<file path="src/rtl/frame_sequencer.sv">
// Frame-level capture sequencer: frame reset, exposure, then per-row
// ADC reset / convert / read, with single-shot, continuous and ADC timeout.
module frame_sequencer #(
    parameter int ROWS         = 4,
    parameter int ROW_W        = 2,
    parameter int EXP_W        = 8,
    parameter int RESET_CYCLES = 2,
    parameter int ADC_TIMEOUT  = 255
) (
    input  logic             clk,
    input  logic             state_reset_n,
    input  logic             start,
    input  logic             continuous,
    input  logic [EXP_W-1:0] expose_cycles,
    input  logic             adc_finished,
    output logic             frame_reset,
    output logic             expose_enable,
    output logic             adc_reset,
    output logic             convert,
    output logic             read,
    output logic [ROW_W-1:0] row_sel,
    output logic             busy,
    output logic             frame_done,
    output logic             adc_timeout
);

    localparam int TMO_W = $clog2(ADC_TIMEOUT + 1);
    localparam int RST_W = $clog2(RESET_CYCLES + 1);
    localparam int CW1   = (EXP_W > TMO_W) ? EXP_W : TMO_W;
    localparam int CNT_W = (CW1 > RST_W) ? CW1 : RST_W;

    localparam logic [CNT_W-1:0] RST_LAST = CNT_W'(RESET_CYCLES - 1);
    localparam logic [CNT_W-1:0] TMO_LAST = CNT_W'(ADC_TIMEOUT - 1);
    localparam logic [ROW_W-1:0] ROW_LAST = ROW_W'(ROWS - 1);

    typedef enum logic [2:0] {
        S_IDLE,
        S_FRAME_RESET,
        S_EXPOSE,
        S_ADC_RESET,
        S_CONVERT,
        S_READ,
        S_DONE
    } state_e;

    state_e             state_q, state_d;
    logic [CNT_W-1:0]   cnt_q, cnt_d;
    logic [ROW_W-1:0]   row_q, row_d;
    logic [EXP_W-1:0]   exp_len_q, exp_len_d;
    logic               timeout_q, timeout_d;
    logic [CNT_W-1:0]   exp_last;

    logic frame_reset_q, expose_enable_q, adc_reset_q;
    logic convert_q, read_q, busy_q, frame_done_q;

    // exp_len is never zero, so the subtraction cannot underflow
    assign exp_last = CNT_W'(exp_len_q) - CNT_W'(1);

    always_comb begin
        state_d   = state_q;
        cnt_d     = cnt_q;
        row_d     = row_q;
        exp_len_d = exp_len_q;
        timeout_d = timeout_q;
        unique case (state_q)
            S_IDLE: begin
                if (start) begin
                    exp_len_d = (expose_cycles == '0) ?
                                EXP_W'(1) : expose_cycles;
                    timeout_d = 1'b0;
                    cnt_d     = '0;
                    row_d     = '0;
                    state_d   = S_FRAME_RESET;
                end
            end
            S_FRAME_RESET: begin
                if (cnt_q == RST_LAST) begin
                    cnt_d   = '0;
                    state_d = S_EXPOSE;
                end else begin
                    cnt_d = cnt_q + CNT_W'(1);
                end
            end
            S_EXPOSE: begin
                if (cnt_q == exp_last) begin
                    cnt_d   = '0;
                    state_d = S_ADC_RESET;
                end else begin
                    cnt_d = cnt_q + CNT_W'(1);
                end
            end
            S_ADC_RESET: begin
                cnt_d   = '0;
                state_d = S_CONVERT;
            end
            S_CONVERT: begin
                // a finish on the timeout cycle still completes the row
                if (adc_finished) begin
                    cnt_d   = '0;
                    state_d = S_READ;
                end else if (cnt_q == TMO_LAST) begin
                    cnt_d     = '0;
                    row_d     = '0;
                    timeout_d = 1'b1;
                    state_d   = S_IDLE;
                end else begin
                    cnt_d = cnt_q + CNT_W'(1);
                end
            end
            S_READ: begin
                if (row_q == ROW_LAST) begin
                    row_d   = '0;
                    state_d = S_DONE;
                end else begin
                    row_d   = row_q + ROW_W'(1);
                    state_d = S_ADC_RESET;
                end
            end
            S_DONE: begin
                cnt_d   = '0;
                state_d = continuous ? S_FRAME_RESET : S_IDLE;
            end
            default: begin
                state_d = S_IDLE;
            end
        endcase
    end

    always_ff @(posedge clk) begin
        if (!state_reset_n) begin
            state_q         <= S_IDLE;
            cnt_q           <= '0;
            row_q           <= '0;
            exp_len_q       <= '0;
            timeout_q       <= 1'b0;
            frame_reset_q   <= 1'b0;
            expose_enable_q <= 1'b0;
            adc_reset_q     <= 1'b0;
            convert_q       <= 1'b0;
            read_q          <= 1'b0;
            busy_q          <= 1'b0;
            frame_done_q    <= 1'b0;
        end else begin
            state_q         <= state_d;
            cnt_q           <= cnt_d;
            row_q           <= row_d;
            exp_len_q       <= exp_len_d;
            timeout_q       <= timeout_d;
            frame_reset_q   <= (state_d == S_FRAME_RESET);
            expose_enable_q <= (state_d == S_EXPOSE);
            adc_reset_q     <= (state_d == S_ADC_RESET);
            convert_q       <= (state_d == S_CONVERT);
            read_q          <= (state_d == S_READ);
            busy_q          <= (state_d != S_IDLE);
            frame_done_q    <= (state_d == S_DONE);
        end
    end

    assign frame_reset   = frame_reset_q;
    assign expose_enable = expose_enable_q;
    assign adc_reset     = adc_reset_q;
    assign convert       = convert_q;
    assign read          = read_q;
    assign row_sel       = row_q;
    assign busy          = busy_q;
    assign frame_done    = frame_done_q;
    assign adc_timeout   = timeout_q;

endmodule

</file>
<file path="config.mk">
export PLATFORM = sky130hd
export DESIGN_NAME = frame_sequencer
export DESIGN_NICKNAME = d
export VERILOG_FILES = /design/src/rtl/frame_sequencer.sv
export SDC_FILE = /design/constraint.sdc
export NUM_CORES = 1
export LEC_CHECK = 0
export CAP_MARGIN = 0
export CORE_MARGIN = 4
export CORE_UTILIZATION = 58
export DETAILED_ROUTE_END_ITERATION = 8
export PLACE_DENSITY = 0.84
export SETUP_SLACK_MARGIN = 0.1
export SYNTH_ARGS = -nofsm -noshare
export SYNTH_HDL_FRONTEND = slang
export SYNTH_SLANG_ARGS = --single-unit
</file>
<file path="constraint.sdc">
create_clock -name clk -period 5.4 [get_ports clk]
set_input_delay 1.08 -clock clk [delete_from_list [all_inputs] [get_ports clk]]
set_output_delay 1.08 -clock clk [all_outputs]
set_load 0.05 [all_outputs]
</file>
==> impl_results.md, run 1 <==
- # port buffers: 22
- Core area: 2760 sq um
- Vias per cell: 5.92
- Setup repair bufs after CTS: 0
- Avg Cell Area, Syn: 8.32 sq um
- Slew @ Worst Pin: 0.670 ns
- Post_cts resized: 0
- Clk_lat worst skew: 0.33 ns
- Largest family of logic cells by synthesized area: simple AND/OR/NAND/NOR gates
- CP arrival: 1.56 ns
- Crit Path Max Fanout: 4
- Psw: 166 uW
- Area contributors post-synth: dfxtp_1 (35%), nand2_1 (6.7%), a21oi_1 (4.5%)
- Ys flop type: dfxtp_1
- HP Class: reg -> reg
- Netlist cell types: 55
- Filler cell count: 218
- Worst path bufs/invs: 1
- Leak Pwr: 0.706 nW
- Htree depth: 2
- Syn_nets: 220
- Synth area leader: dfxtp_1
- Fin crit period: 2.64 ns
- Largest net degree at the start of global routing: 19
- Die area: 3820 sq um
- Final Core Density: 70.6%
- GP Congestion: 0.885
- Worst VDD drop: 258 uV
- Setup_tns: 0 ns
- Share of post-route cells with drive strength above 1: 12.6%
- DRT iter0 DRCs: 64
- Fmax: 0.379 GHz
- DR WL/cell: 14.9 um
- Unrepaired setup endpoints after global routing: false
- Top-area cell type share of the netlist area: 34.5%
- Post-DP HPWL: 2.88 mm
- DR pass1 iterations: 5
- Placed insts: 245
- Dpl ws: 2.73 ns
- Clock skew after layout: 0.00895 ns
- Final hold vios: 0
- Count leader, synth: nand2_1
- Post-synthesis xor/xnor area fraction: 7.07%
- Status: completed
- CTS Buf Count: 5
- #FFs+latches synth: 29
- Synth Area in Simple Gates: 29.6%
- Headroom to the max-slew limit: 55.0%
- Std cell rows: 19
- Die Wd: 61.8 um
- Setup crit start kind: register
- Total track usage: 22.3%
- Switching Share: 33.4%
- CP required: 4.32 ns
- Nets@finish: 239
- Longest Clk Path Bufs: 2
- Initial antenna violation count: 0
- Sequential fraction of the synthesis area: 34.5%
- Post-synthesis compound-gate area fraction: 20.0%
- Design internal power: 332 uW
- Crit. End Element: primary output
- Max stage delay on crit path: 0.83 ns
- Final Max Tran Viols: 0
- # Max-Cap Violations: 0
- Post-synth top cells: nand2_1 (30), dfxtp_1 (29), nor2_1 (16)
- Drt drc: 0
- Starting Density: 61.0%
- Final Non-Filler Cells: 253
- Final Setup Violations: 0
- Mux share of post-synthesis cell area: 0.595%
- Die height: 61.8 um
- Area delta synth->final: 15.8%
- I/O pins: 23
- CP max stage cell: clkdlybuf4s50_1
- Combinational group share of total power: 26.7%
- # diodes: 0
- Crit path max-delay family: buffers and inverters
- Synth async-reset ratio: 0%
- Power density cells: 256 nW/um^2
- Synthesized area: 1680 sq um
- Vias in the first global route: 1383
- Setup WS post-layout: 2.76 ns
- Clock root cell: clkbuf_4
- First-pass GRT wire length: 6.08 mm
- Adder-Cell Fraction of Synth Area: 3.72%
- Clk slew on worst S/H paths: 0.09 ns
- CP Class: reg -> out
- Post-Syn Instances: 202
- GRT overflow: 0
- Routed via count: 1499
- Cts hold-fix bufs: 0
- CP Cell Sequence: clkdlybuf4s50_1
- Yosys Warn Count: 0
- Clock power share: 24.7%
- Total Power: 498 uW
- Routed wire length: 3.76 mm
- Sequential share of power: 48.6%
- ANT nets after route: 0
- Clock Sinks: 29
- TritonCTS clock tree: yes
- Final worst-path cycle share: 48.8%
- Post-synth EDFFs: 0
sequential cells by signal, indices dropped and copies added (netlist names):
name and cells:
cnt_q 8, exp_len_q 8, state_q 3, row_sel 2, adc_reset 1, adc_timeout 1, busy 1, convert 1
expose_enable 1, frame_done 1, frame_reset 1, read 1
placed cells by master (no fill, tap or decap), types with 2 or more instances in the layout:
master           netlist  routed
a211oi_1               2       2
nand3_1                5       5
a31oi_1                3       3
or2_2                  2       2
inv_1                  8       8
nand3_2                2       2
xnor2_1                6       6
nor3_1                 7       7
a21oi_2                2       2
clkdlybuf4s50_1        0      22
nor2_1                16      16
xor2_1                 5       5
a21o_1                 2       2
nand2b_1               4       4
o21ai_0                8       8
nor2b_1                4       4
nand2_1               30      30
and4_1                 2       2
a32oi_1                2       2
a21oi_1               15      15
clkinv_2               0       2
ha_1                   5       5
o21ai_2                3       3
nand4_1                2       2
dfxtp_1               29      29
clkbuf_4               0       5
routing by layer:
| metal | GRT usage, % | up-vias | share of wire [%] |
|---|---|---|---|
| met4 | 10.9 | 0 | 2.4 |
| met2 | 39.8 | 41 | 49 |
| met1 | 23.9 | 700 | 43 |
| met5 | 0 | - | 0 |
| li1 | - | 751 | - |
| met3 | 6.40 | 7 | 5.1 |
cell families after synthesis:
family,count (synthesis)
fa+ha+maj,5
simple gates,89
xor+xnor,12
compound gates,48
buf+inv,18
mux,1
flops,29
stage by stage:
step | hold slack [ns] | cell area (sq um)
after global placement | 0.460 | 1900
after global routing | 0.521 | 1950
after CTS | 0.487 | 1950
final | 0.485 | 1950
after floorplan | 0.448 | 1680
after detailed placement | 0.474 | 1900
final cells by class:
class	count	area [sq um]	share of cell area [%]
well taps	31	38.8	1.99
multi-input cells	155	1030	52.7
flip-flops and latches	29	581	29.8
clock buffers	6	41.3	2.12
inverters	8	30.0	1.54
clock inverters	2	10.0	0.514
repair buffers	22	220	11.3
final timing paths:
check | from | to | slack (ns) | depth (start not counted)
max reg2reg | cnt_q[0] | frame_reset | 3.17 | 7
min reg2reg | exp_len_q[7] | exp_len_q[7] | 0.49 | 2
min | exp_len_q[7] | exp_len_q[7] | 0.49 | 2
max | row_sel[0] | row_sel[0] | 2.76 | 1
power groups by stage:
| stage | registers (mW) | clock network (mW) | logic [mW] |
|---|---|---|---|
| floorplan | 0.251 | 0 | 0.0916 |
| global placement | 0.246 | 0 | 0.126 |
| detailed placement | 0.247 | 0 | 0.132 |
| CTS | 0.242 | 0.127 | 0.132 |
| global route | 0.244 | 0.139 | 0.145 |
| finish | 0.242 | 0.123 | 0.133 |
No activity file was read; power rests on OpenSTA's default activity.
==> inputs of run 2 (changes only) <==
--- a/config.mk
+++ b/config.mk
@@ -7,9 +7,9 @@
 export LEC_CHECK = 0
 export CAP_MARGIN = 0
 export CORE_MARGIN = 4
-export CORE_UTILIZATION = 58
+export CORE_UTILIZATION = 54
 export DETAILED_ROUTE_END_ITERATION = 8
-export PLACE_DENSITY = 0.84
+export PLACE_DENSITY = 0.79
 export SETUP_SLACK_MARGIN = 0.1
 export SYNTH_ARGS = -nofsm -noshare
 export SYNTH_HDL_FRONTEND = slang
==> constraint.sdc (replaced) <==
create_clock -name clk -period 2.6 [get_ports clk]
set_input_delay 0.52 -clock clk [delete_from_list [all_inputs] [get_ports clk]]
set_output_delay 0.52 -clock clk [all_outputs]
set_load 0.05 [all_outputs]
==> run 2 against run 1 <==
  * Clock-buffer cell count rose by 1
  * Die area rose by 6.4%
  * Routed wire length rose by 1.1%
  * Sequential power rose by 110%
  * Largest power group unchanged
  * Highest routed layer unchanged
==> impl_results.md, run 2 (synthesis results as in run 1) <==
- Status: completed (unchanged)
- TritonCTS clock tree: yes (unchanged)
- Highest-count cells in the layout ignoring fill and taps: nand2_1 (30), dfxtp_1 (29), clkdlybuf4s50_1 (22) (unchanged)
- Dpl ws: 0.405 ns (was 2.73 ns)
- Die Wd: 63.8 um (was 61.8 um)
- Max stage delay on crit path: 0.49 ns (was 0.83 ns)
- Total track usage: 20.0% (was 22.3%)
- Setup repair bufs after CTS: 0 (unchanged)
- I/O pins: 23 (unchanged)
- Final hold vios: 0 (unchanged)
- Crit Path Max Fanout: 7 (was 4)
- Crit. End Element: register (was primary output)
- Vias per cell: 5.75 (was 5.92)
- CP Cell Sequence: ha_1 > or4b_4 > nor4_4 > nor2_2 > a22oi_2 > nand3_2 > and4_1 (was clkdlybuf4s50_1)
- Initial antenna violation count: 0 (unchanged)
- Biggest regs: cnt_q: 8 flops, exp_len_q: 8 flops, state_q: 3 flops (unchanged)
- Fmax: 0.445 GHz
- CTS Buf Count: 5 (unchanged)
- ANT nets after route: 0 (unchanged)
- CP max stage cell: dfxtp_1 (was clkdlybuf4s50_1)
- Clk slew on worst S/H paths: 0.10 ns (was 0.09 ns)
- Leak Pwr: 0.725 nW (was 0.706 nW)
- Clock skew after layout: 0.0202 ns (was 0.00895 ns)
- Cts hold-fix bufs: 0 (unchanged)
- Fin crit period: 2.25 ns
- Area delta synth->final: 19.0% (was 15.8%)
- Starting Density: 58.5% (was 61.0%)
- # diodes: 0 (unchanged)
- CP arrival: 2.48 ns (was 1.56 ns)
- Post-DP HPWL: 2.77 mm (was 2.88 mm)
- Worst VDD drop: 327 uV (was 258 uV)
- Clk_lat worst skew: 0.33 ns (about the same)
- Headroom to the max-slew limit: 58.8% (was 55.0%)
- Final Setup Violations: 0 (unchanged)
- Routed wire length: 3.80 mm (was 3.76 mm)
- Routed via count: 1523 (was 1499)
- CP required: 2.84 ns (was 4.32 ns)
- First-pass GRT wire length: 6.58 mm (was 6.08 mm)
- GP Congestion: 0.887 (was 0.885)
- Commonest non-fill, non-tap cell in the layout: nand2_1 (unchanged)
- Share of post-route cells with drive strength above 1: 13.0% (was 12.6%)
- Clock power share: 33.3% (was 24.7%)
- Clock Sinks: 29 (unchanged)
- HP Class: reg -> reg (unchanged)
- # Max-Cap Violations: 0 (unchanged)
- GRT overflow: 0 (unchanged)
- Unrepaired setup endpoints after global routing: false (unchanged)
- Psw: 350 uW (was 166 uW)
- DR WL/cell: 14.3 um (was 14.9 um)
- Power density cells: 583 nW/um^2 (was 256 nW/um^2)
- Vias in the first global route: 1467 (was 1383)
- Std cell rows: 19 (unchanged)
- Filler cell count: 244 (was 218)
- Drt drc: 0 (unchanged)
- Post_cts resized: 0 (unchanged)
- Nets@finish: 240 (was 239)
- Die area: 4070 sq um (was 3820 sq um)
- DRT iter0 DRCs: 80 (was 64)
- Final worst-path cycle share: 86.4%
- Htree depth: 2 (unchanged)
- Core area: 2880 sq um (was 2760 sq um)
- Longest Clk Path Bufs: 2 (unchanged)
- Slew @ Worst Pin: 0.616 ns (was 0.670 ns)
- Clock root cell: clkbuf_4 (unchanged)
- Setup WS post-layout: 0.353 ns (was 2.76 ns)
- Largest net degree at the start of global routing: 19 (unchanged)
- Switching Share: 30.0% (was 33.4%)
- Setup crit start kind: register (unchanged)
- DR pass1 iterations: 4 (was 5)
- Design internal power: 818 uW (was 332 uW)
- Final Max Tran Viols: 0 (unchanged)
- # port buffers: 22 (unchanged)
- CP Class: reg -> reg (was reg -> out)
- Sequential share of power: 43.1% (was 48.6%)
- Setup_tns: 0 ns (unchanged)
- Combinational group share of total power: 23.6% (was 26.7%)
- Die height: 63.8 um (was 61.8 um)
[run 2: worst paths after layout]
path | start | end | slack [ns] | cells past startpoint
setup / recovery | cnt_q[0] | frame_reset | 0.35 | 7
hold reg to reg | exp_len_q[7] | exp_len_q[7] | 0.50 | 2
hold / removal | exp_len_q[7] | exp_len_q[7] | 0.50 | 2
setup reg to reg | cnt_q[0] | frame_reset | 0.35 | 7
[run 2: final cells by class]
type	instances	area, sq um	area share, %
timing repair buffer	23	228	11.4
clock inverter	1	30.0	1.50
sequential	29	581	29.0
clock buffer	7	55.1	2.75
tap	42	52.6	2.63
inverter	8	30.0	1.50
multi-input combinational	155	1030	51.2
[run 2: per-layer routing]
metal	track usage [%]	vias to the layer above	wire, um
li1	-	753	-
met1	25.6	718	1780
met2	32.6	43	1750
met3	3.85	9	206
met4	8.63	0	74
met5	0	-	0
[run 2: worst max-delay path, delay by kind of cell, from the launching register on]
kind / cells / cell delay, ns
AOI/OAI and AO/OA: 1 / 0.25
adders and majority gates: 1 / 0.18
DFF: 1 / 0.49
and+or+nand+nor: 5 / 1.23
[run 2: metrics by stage]
step | power (mW) | util (%) | area, sq um | hold slack [ns] | cells
floorplan | 0.711 | - | 1680 | 0.448 | 202
finish | 1.17 | 69.6 | 2000 | 0.497 | 265
CTS | 1.17 | 69.6 | 2000 | 0.495 | 265
detailed placement | 0.784 | 66.6 | 1920 | 0.481 | 257
global placement | 0.777 | 66.6 | 1920 | 0.475 | 257
global route | 1.22 | 69.6 | 2000 | 0.514 | 265
[run 2: power by group through the flow]
stage,sequential (mW),clock (mW),combinational (mW)
global placement,0.511,0,0.266
global route,0.509,0.413,0.300
floorplan,0.521,0,0.190
finish,0.503,0.389,0.276
CTS,0.502,0.390,0.274
detailed placement,0.512,0,0.271
==> inputs of run 3 (changes only) <==
--- a/config.mk
+++ b/config.mk
@@ -8,6 +8,7 @@
 export CAP_MARGIN = 0
 export CORE_MARGIN = 4
 export CORE_UTILIZATION = 54
+export CTS_BUF_LIST = sky130_fd_sc_hd__clkbuf_4 sky130_fd_sc_hd__clkbuf_8 sky130_fd_sc_hd__clkbuf_16
 export DETAILED_ROUTE_END_ITERATION = 8
 export PLACE_DENSITY = 0.79
 export SETUP_SLACK_MARGIN = 0.1
==> run 3 against run 2 <==
  * Fmax fell by 0.17%
  * Final cell count is the same
  * Critical path depth stayed put
  * Flip-flop and latch count unchanged
  * Combinational power is essentially flat
  * First-iteration DRC count is 30% higher
  * Worst setup slack lost 0.0038 ns
  * Highest routed layer unchanged
==> impl_results.md, run 3 (synthesis results as in run 1) <==
- DRT iter0 DRCs: 104 (was 80)
- CTS Buf Count: 5 (unchanged)
- ANT nets after route: 0 (unchanged)
- Fin crit period: 2.25 ns (about the same)
- Vias per cell: 5.75 (unchanged)
- Power density cells: 587 nW/um^2 (was 583 nW/um^2)
- Sequential share of power: 42.7% (was 43.1%)
- Post_cts resized: 0 (unchanged)
- Area delta synth->final: 19.3% (was 19.0%)
- Crit Path Max Fanout: 7 (unchanged)
- Clock Sinks: 29 (unchanged)
- Headroom to the max-slew limit: 59.9% (was 58.8%)
- Clock skew after layout: 0.0175 ns (was 0.0202 ns)
- Commonest non-fill, non-tap cell in the layout: nand2_1 (unchanged)
- Status: completed (unchanged)
- DR WL/cell: 14.3 um (about the same)
- CP arrival: 2.49 ns (was 2.48 ns)
- Total track usage: 20.0% (unchanged)
- # Max-Cap Violations: 0 (unchanged)
- GRT overflow: 0 (unchanged)
- Cts hold-fix bufs: 0 (unchanged)
- WHS: 0.494 ns (was 0.497 ns)
- Post-DP HPWL: 2.77 mm (unchanged)
- First-pass GRT wire length: 6.58 mm (about the same)
- Filler cell count: 246 (was 244)
- Clock root cell: clkbuf_4 (unchanged)
- R2R Path Start: cnt_q[0] (unchanged)
- Starting Density: 58.5% (unchanged)
- Longest Clk Path Bufs: 2 (unchanged)
- HP Class: reg -> reg (unchanged)
- Biggest regs: cnt_q: 8 flops, exp_len_q: 8 flops, state_q: 3 flops (unchanged)
- Slew @ Worst Pin: 0.599 ns (was 0.616 ns)
- # port buffers: 22 (unchanged)
- Psw: 348 uW (was 350 uW)
- Final worst-path cycle share: 86.6% (was 86.4%)
- Die area: 4070 sq um (unchanged)
- Die Wd: 63.8 um (unchanged)
- Leak Pwr: 0.728 nW (was 0.725 nW)
- CP endpoint: frame_reset (unchanged)
- CP Class: reg -> reg (unchanged)
- Core area: 2880 sq um (unchanged)
- TritonCTS clock tree: yes (unchanged)
- Drt drc: 0 (unchanged)
- Clock power share: 33.8% (was 33.3%)
- GP Congestion: 0.887 (unchanged)
- RR Endpoint: frame_reset (unchanged)
- Clk slew on worst S/H paths: 0.10 ns (about the same)
- Initial antenna violation count: 0 (unchanged)
- I/O pins: 23 (unchanged)
- Std cell rows: 19 (unchanged)
- Worst reg2reg setup slack: 0.35 ns (about the same)
- Share of post-route cells with drive strength above 1: 13.5% (was 13.0%)
- Unrepaired setup endpoints after global routing: false (unchanged)
- Worst setup path start: cnt_q[0] (unchanged)
- Crit. End Element: register (unchanged)
- Vias in the first global route: 1468 (was 1467)
- Nets@finish: 240 (unchanged)
- Final Setup Violations: 0 (unchanged)
- Switching Share: 29.6% (was 30.0%)
- Clk_lat worst skew: 0.33 ns (about the same)
- Worst Reg-to-Reg Cells: 7 (unchanged)
- # diodes: 0 (unchanged)
- Setup crit start kind: register (unchanged)
- Final hold vios: 0 (unchanged)
- Fmax: 0.444 GHz (was 0.445 GHz)
- Htree depth: 2 (unchanged)
- Highest-count cells in the layout ignoring fill and taps: nand2_1 (30), dfxtp_1 (29), clkdlybuf4s50_1 (22) (unchanged)
- Worst VDD drop: 323 uV (was 327 uV)
- Largest net degree at the start of global routing: 19 (unchanged)
- Final Core Density: 69.7% (was 69.6%)
- Final Max Tran Viols: 0 (unchanged)
- Setup repair bufs after CTS: 0 (unchanged)
- Routed via count: 1523 (unchanged)
- Routed wire length: 3.79 mm (was 3.80 mm)
- CP required: 2.83 ns (was 2.84 ns)
- Setup_tns: 0 ns (unchanged)
- Design internal power: 828 uW (was 818 uW)
- Die height: 63.8 um (unchanged)
- DR pass1 iterations: 4 (unchanged)
- Combinational group share of total power: 23.5% (was 23.6%)
## run 3: layout make-up
type	count	area, sq um	area share, %
Clock buffer	7	58.8	2.93
Clock inverter	1	30.0	1.50
Inverter	8	30.0	1.50
Multi-Input combinational cell	155	1030	51.2
Sequential cell	29	581	28.9
Tap cell	42	52.6	2.62
Timing Repair Buffer	23	228	11.4
## run 3: layer usage
layer	share of wire, %	GRT usage (%)
met1	47	25.5
met2	46	32.8
met3	4.5	3.85
met4	2.0	8.63
met5	0	0
## run 3: stage by stage
| stage | cells | cell area, sq um | power, mW | setup slack, ns |
|---|---|---|---|---|
| 2_1_floorplan | 202 | 1680 | 0.711 | 0.628 |
| 3_5_place_dp | 257 | 1920 | 0.784 | 0.405 |
| 6_report | 265 | 2010 | 1.18 | 0.349 |
| 5_1_grt | 265 | 2010 | 1.23 | 0.232 |
| 3_3_place_gp | 257 | 1920 | 0.777 | 0.388 |
| 4_1_cts | 265 | 2010 | 1.18 | 0.391 |
## run 3: worst max-delay path, stage by stage, from the launching register on
cell and delay (ns):
dfxtp_1 0.49, ha_1 0.18, or4b_4 0.46, nor4_4 0.26
nor2_2 0.11, a22oi_2 0.25, nand3_2 0.18, and4_1 0.22
## run 3: worst min path at each step
stage,startpoint,endpoint,cells after the start
after floorplan,exp_len_q[7],exp_len_q[7],2
after global placement,exp_len_q[7],exp_len_q[7],2
after detailed placement,exp_len_q[7],exp_len_q[7],2
after CTS,exp_len_q[7],exp_len_q[7],2
after global routing,exp_len_q[7],exp_len_q[7],2
final,exp_len_q[7],exp_len_q[7],2
## run 3: power groups by stage
stage / Sequential (mW) / Combinational (mW) / Clock (mW)
2_1_floorplan: 0.521 / 0.190 / 0
3_3_place_gp: 0.511 / 0.266 / 0
3_5_place_dp: 0.512 / 0.271 / 0
4_1_cts: 0.502 / 0.274 / 0.402
5_1_grt: 0.509 / 0.300 / 0.423
6_report: 0.503 / 0.276 / 0.398
